**config.mk**
```make
export PLATFORM = sky130hd
export DESIGN_NAME = instr_fetch
export DESIGN_NICKNAME = d
export VERILOG_FILES = /design/src/rtl/instr_fetch.sv
export SDC_FILE = /design/constraint.sdc
export NUM_CORES = 1
export LEC_CHECK = 0
export CORE_ASPECT_RATIO = 0.8
export CORE_MARGIN = 1.5
export CORE_UTILIZATION = 39
export DETAILED_ROUTE_END_ITERATION = 10
export MAX_ROUTING_LAYER = met4
export PLACE_DENSITY_LB_ADDON = 0.25
export RECOVER_POWER = 25
export REMOVE_ABC_BUFFERS = 1
export SLEW_MARGIN = 10
export SYNTH_ARGS = -nofsm -noshare
export SYNTH_HDL_FRONTEND = slang
export SYNTH_SLANG_ARGS = --single-unit
export TNS_END_PERCENT = 20
```
**constraint.sdc**
```tcl
create_clock -name clk -period 1.6 [get_ports clk]
set_input_delay 0.24 -clock clk [delete_from_list [all_inputs] [get_ports clk]]
set_output_delay 0.24 -clock clk [all_outputs]
set_load 0.05 [all_outputs]
```
**src/rtl/instr_fetch.sv**
```systemverilog
// instr_fetch: IF stage with PC register, IF/ID register and fetch counter.
// Build option: define IF_MISALIGN_CHECK_EN to word-align redirect targets
// and pulse fetch_misalign one cycle after a misaligned redirect.
//
// Ports:
//   clk            rising-edge clock
//   reset          synchronous active-high reset
//   stall          hazard hold (PC and IF/ID frozen)
//   redirect_valid taken branch/jump from EX
//   redirect_pc    byte address of redirect target
//   current_pc     byte address to instruction memory (combinational read)
//   instr          word returned by memory for current_pc
//   ifid_valid     IF/ID holds a real instruction
//   ifid_pc        PC of the IF/ID instruction
//   ifid_instr     IF/ID instruction, NOP when not valid
//   fetch_count    instructions delivered to IF/ID, saturating
//   fetch_misalign one-cycle misaligned-redirect flag
module instr_fetch (
   input  logic        clk,
   input  logic        reset,
   input  logic        stall,
   input  logic        redirect_valid,
   input  logic [9:0]  redirect_pc,
   output logic [9:0]  current_pc,
   input  logic [31:0] instr,
   output logic        ifid_valid,
   output logic [9:0]  ifid_pc,
   output logic [31:0] ifid_instr,
   output logic [15:0] fetch_count,
   output logic        fetch_misalign
);

   localparam logic [31:0] NOP = 32'h0000_0013;

   typedef enum logic {
      BOOT = 1'b0,
      RUN  = 1'b1
   } state_t;

   state_t      state;
   logic [9:0]  redirect_target;
   logic        redirect_misalign;

`ifdef IF_MISALIGN_CHECK_EN
   assign redirect_target   = {redirect_pc[9:2], 2'b00};
   assign redirect_misalign = |redirect_pc[1:0];
`else
   assign redirect_target   = redirect_pc;
   assign redirect_misalign = 1'b0;
`endif

   // BOOT spends one cycle with PC at 0 and captures nothing, so memory
   // can settle before the first word is latched.
   always_ff @(posedge clk) begin
      if (reset) begin
         state       <= BOOT;
         current_pc  <= '0;
         ifid_valid  <= 1'b0;
         ifid_pc     <= '0;
         ifid_instr  <= NOP;
         fetch_count <= '0;
      end else begin
         unique case (state)
            BOOT: begin
               state <= RUN;
            end
            RUN: begin
               if (redirect_valid) begin
                  current_pc <= redirect_target;
                  ifid_valid <= 1'b0;
                  ifid_instr <= NOP;
               end else if (!stall) begin
                  ifid_pc    <= current_pc;
                  ifid_instr <= instr;
                  ifid_valid <= 1'b1;
                  current_pc <= current_pc + 10'd4;
                  if (fetch_count != 16'hFFFF)
                     fetch_count <= fetch_count + 16'd1;
               end
            end
            default: state <= BOOT;
         endcase
      end
   end

`ifdef IF_MISALIGN_CHECK_EN
   always_ff @(posedge clk) begin
      if (reset)
         fetch_misalign <= 1'b0;
      else
         fetch_misalign <= (state == RUN) && redirect_valid
                           && redirect_misalign;
   end
`else
   // redirect_misalign is constant 0 here; flag is tied low.
   assign fetch_misalign = redirect_misalign;
`endif

endmodule

```
# Yosys cells after proc, flatten, opt, wreduce, memory -nomap -nowiden
# Index checks and enable logic that the tools add are counted.
[totals]
regBits = 70
inputBits = 46
wordCells = 22
[op_classes]
add_sub_neg = 2
eq_ne = 2
n_mux = 7
bitwise = 2
n_reduce_logical = 3
[op_table]
columns = ["op", "count"]
rows = [
  ["two-way mux 32 bit", 2],
  ["two-way mux 10 bit", 2],
  ["adder 16 x 1 -> 16 bit (second input constant)", 1],
  ["!= test 16 bit (second input constant)", 1],
  ["adder 10 x 3 -> 10 bit (second input constant)", 1],
  ["AND reduction 4 bit", 1],
  ["two-way mux 1 bit", 3],
  ["AND reduction 3 bit", 1],
  ["!= test 2 x 1 -> 1 bit (second input constant)", 1],
  ["inverter 1 bit", 2],
  ["AND reduction 2 bit", 1],
]

# Depth between registers and ports, before layout
# Gate-level depths: netlist of run 1.
[logic_depth]
word_depth = 3
mapped_depth = 6

# Worst setup path after synthesis of run 1
# Ideal clock, no wire load.
[synth_path]
kind = "register -> register"
from = "reg fetch_count[0]"
to = "reg fetch_count[12]"
setup_ps = 123
t_arrival_ps = 1965
path_slack_ps = -488
path_stages_with_launch = 6
path_buffers = 0
path_cell_list = "dfxtp_1 ha_1 nand4_1 nor3_4 nand4_1 mux2_1"
[synth_via]
elab_chain_len = 2
[synth_lines]
columns = ["element", "line_no", "source"]
rows = [
  ["start, declared", "29", "output logic [15:0] fetch_count,"],
  ["start signal, assigned", "78", "fetch_count <= fetch_count + 16'd1;"],
  ["branches (longest 2 deep; another with adder 16 x 1 -> 16 bit)", "-", ""],
]
# Parallel ways; which one is timed is not known.
# A chain may end at the register's enable or synchronous reset.

# Worst setup path in the final report of run 1
[layout_path]
from = "reg fetch_count[0]"
to = "reg fetch_count[3]"
# Same word-level chain as after synthesis.

==> results of run 1 <==
what timing repair did:
| action | 4_1_cts | 5_1_grt |
|---|---|---|
| setup endpoints to repair | 6 | 12 |
| setup buffers | 2 | 1 |
| resized for setup | 6 | 9 |
| hold buffers | 0 | 0 |
| pin swaps | 4 | 4 |
worst max-delay path, delay by kind of cell, from the launching register on:
kind | cells | cell delay [ns]
flops | 1 | 0.34
fa+ha+maj | 1 | 0.15
compound gates | 1 | 0.13
simple gates | 3 | 0.92
routing by layer:
metal	share of wire (%)	vias to the layer above
met4	1.1	0
met5	0	-
met1	45	1392
li1	-	1468
met2	46	109
met3	8.0	9
kinds of logic (layout without fill, tap and decap cells):
group / after synthesis / in the layout / share of synthesized area (%)
AO/OA/AOI/OAI: 99 / 99 / 22.97
adder cells (fa/ha/maj): 2 / 2 / 0.8868
buffers and inverters: 27 / 182 / 4.168
flip-flops: 70 / 70 / 49.67
multiplexers: 3 / 3 / 1.153
other: 1 / 1 / 0.1329
AND/OR/NAND/NOR: 119 / 119 / 21.02
area by class of cell:
class / instances / area share (%)
well taps: 87 / 2.488
clock inverters: 7 / 1.830
flip-flops and latches: 70 / 32.08
inverters: 4 / 0.3432
multi-input cells: 224 / 30.80
clock buffers: 9 / 2.831
repair buffers: 162 / 29.63
registers in the layout (all words and copies together), names as in the netlist:
| register | flops |
|---|---|
| fetch_count | 16 |
| ifid_instr | 32 |
| state | 1 |
| ifid_valid | 1 |
| ifid_pc | 10 |
| current_pc | 10 |
layout by cell type (no fill, tap or decap), types with 5 or more instances in the layout:
cell type        netlist  routed
nor3_1                 7       7
nor2_1                37      36
o22ai_1                5       5
buf_12                 0       5
nand3_1               11      11
buf_4                  1      81
o21ai_0                6       6
a21oi_1               33      30
clkbuf_1              16      25
a22oi_1               29      29
dfxtp_1               70      68
clkbuf_8               0       9
clkdlybuf4s50_1        0      44
a211oi_1               5       5
nand2_1               36      36
power breakdown:
group | internal, mW | total (mW) | leakage (nW) | switching [mW]
registers | 1.79 | 1.82 | 0.569 | 0.0374
clock network | 0.738 | 1.49 | 0.0968 | 0.749
logic | 0.253 | 0.603 | 1.09 | 0.350
total | 2.78 | 3.92 | 1.76 | 1.14
path summary, 6_finish.rpt:
path / startpoint / to / slack, ns / depth (start not counted)
setup / recovery: fetch_count[0] / fetch_count[3] / -0.01 / 5
hold reg to reg: ifid_pc[2] / ifid_pc[2] / 0.46 / 2
setup reg to reg: fetch_count[0] / fetch_count[3] / -0.01 / 5
hold / removal: ifid_pc[2] / ifid_pc[2] / 0.46 / 2
stage by stage:
step                instance area (um^2)  instances
floorplan                           2719        298
CTS                                 4431        562
detailed placement                  4195        544
finish                              4375        563
global placement                    4195        544
global route                        4375        563
==> results by group, run 1 <==
Status
  – Outcome: finished with violations
  – Failing checks: setup timing

Power and ir drop
  – Post-layout power: 3.915 mW
  – Pwr/cell area: 894.8 nW/um^2
  – Peak supply drop: 0.5531 mV
  – Leakage: 1.759 nW

Floorplanning
  – Initial core utilization: a little over 40%
  – Rows: 27
  – Die height: a little under 80 um
  – Die Area: between 7000 and 8000 um^2
  – Boundary Pins: 116
  – Die Wd: 98.10 um
  – Core Area: 6925 um^2

Placed design
  – Worst slack, placed: -0.3301 ns
  – Post-DP HPWL: 6047 um
  – Port buffer count: 114
  – Final GP Congestion: 0.8463

STA
  – Final critical-path required period: around 1.6 ns
  – Final slew viol count: 0
  – Final Worst Setup Slack: -0.01133 ns
  – Fmax: roughly 0.62 GHz
  – Final worst path period share: 100.7%
  – Setup TNS Final: -0.01786 ns
  – Slew @ Worst Pin: about 0.98 ns
  – Final setup viols: 3
  – Final Hold Viols: 0
  – Final Skew: 0.01225 ns
  – Worst rel slew slack: 34.39%
  – Fin Hold WS: 0.4602 ns
  – RSZ-0062 raised after global routing: yes

Clocking
  – Clock root buffer: clkbuf_8
  – Max H-tree Level: 3
  – Reg clk slew, reported paths: 0.08 ns
  – CTS Buffer Depth: 2
  – Total CTS buffers: 9
  – CTS sink cnt: 70
  – CTS tree: yes
  – Worst-Skew Late Latency: 0.35 ns

Synthesis
  – Post-synthesis async set-or-reset flop share: 0%
  – FF+latch count, synth: 70
  – Part of the Yosys area used for sequential elements: 49.67%
  – Mapped Cells: 321
  – Distinct cells, synth: 50
  – Cell with the most instances after synthesis: dfxtp_1
  – Mapped Area: about 2800 um^2
  – Post-synth top cells: dfxtp_1 (70), nor2_1 (37), nand2_1 (36), a21oi_1 (33), a22oi_1 (29)
  – Number of synthesized flops with an enable pin: 0
  – Area leader, netlist: dfxtp_1
  – Synth warn: 0
  – Ranking of synthesized cells by area: dfxtp_1 (50%), a22oi_1 (7.7%), a21oi_1 (5.9%)
  – Synth top area share: 49.67%
  – Syn_area_per_cell: 8.790 um^2
  – Synth Flop Type: dfxtp_1

Routing
  – Vias per cell: roughly 5.3
  – Drt pass-1 iters: 4
  – DRC viols: 0
  – 1st-iter DRT viols: 92
  – DRT antenna net count: 0
  – Wire per inst: 15.05 um
  – Via Count: slightly below 3000
  – Total wire length: 8472 um

GRT
  – Number of global-route vias before repair: 2853
  – First-pass GRT wire length: 13790 um
  – GRT met3 Usage: around 8.3%
  – GR Util All Layers: 22.95%
  – Met2 Use GR: 35.31%
  – Initial antenna violation count: 0
  – Total global routing overflow: 0
  – GR Util met1: 28.73%
  – Busiest layer in global routing: met2
  – Largest net degree at the start of global routing: 31

Cells and area
  – Total area of sequential cells: approximately 1400 um^2
  – Multi-input gate area: 1348 um^2
  – Final Net Count: slightly above 500
  – Fillers: 625
  – Share of cells above drive strength 1: 26.05%
  – Final core occ: 63.18%
  – N_diodes: 0
  – Layout area overhead: 55.08%

Worst setup path
  – Slowest CP cell: or4_4
  – Startpoint Class: register
  – CP peak stage delay: 0.49 ns
  – Crit path max fanout: 6
  – WP data arrival: 1.89 ns
  – CP Class: reg2reg
  – CP Cell Sequence: ha_4 -> nand4_1 -> and4b_2 -> or4_4 -> a21oi_2
  – Crit. End Element: register
  – Required time worst endpoint: 1.88 ns

Job
  – Max Cap Viol: 0

Min path
  – Hold Path Class: reg2reg
No activity file was read; power rests on OpenSTA's default activity.
==> run 2, diff against run 1 <==
--- a/config.mk
+++ b/config.mk
@@ -5,6 +5,7 @@
 export SDC_FILE = /design/constraint.sdc
 export NUM_CORES = 1
 export LEC_CHECK = 0
+export ABC_CLOCK_PERIOD_IN_PS = 1600
 export CORE_ASPECT_RATIO = 0.8
 export CORE_MARGIN = 1.5
 export CORE_UTILIZATION = 39
==> results of run 2 <==
Final layout, timing and power as in run 1 (identical DEF).
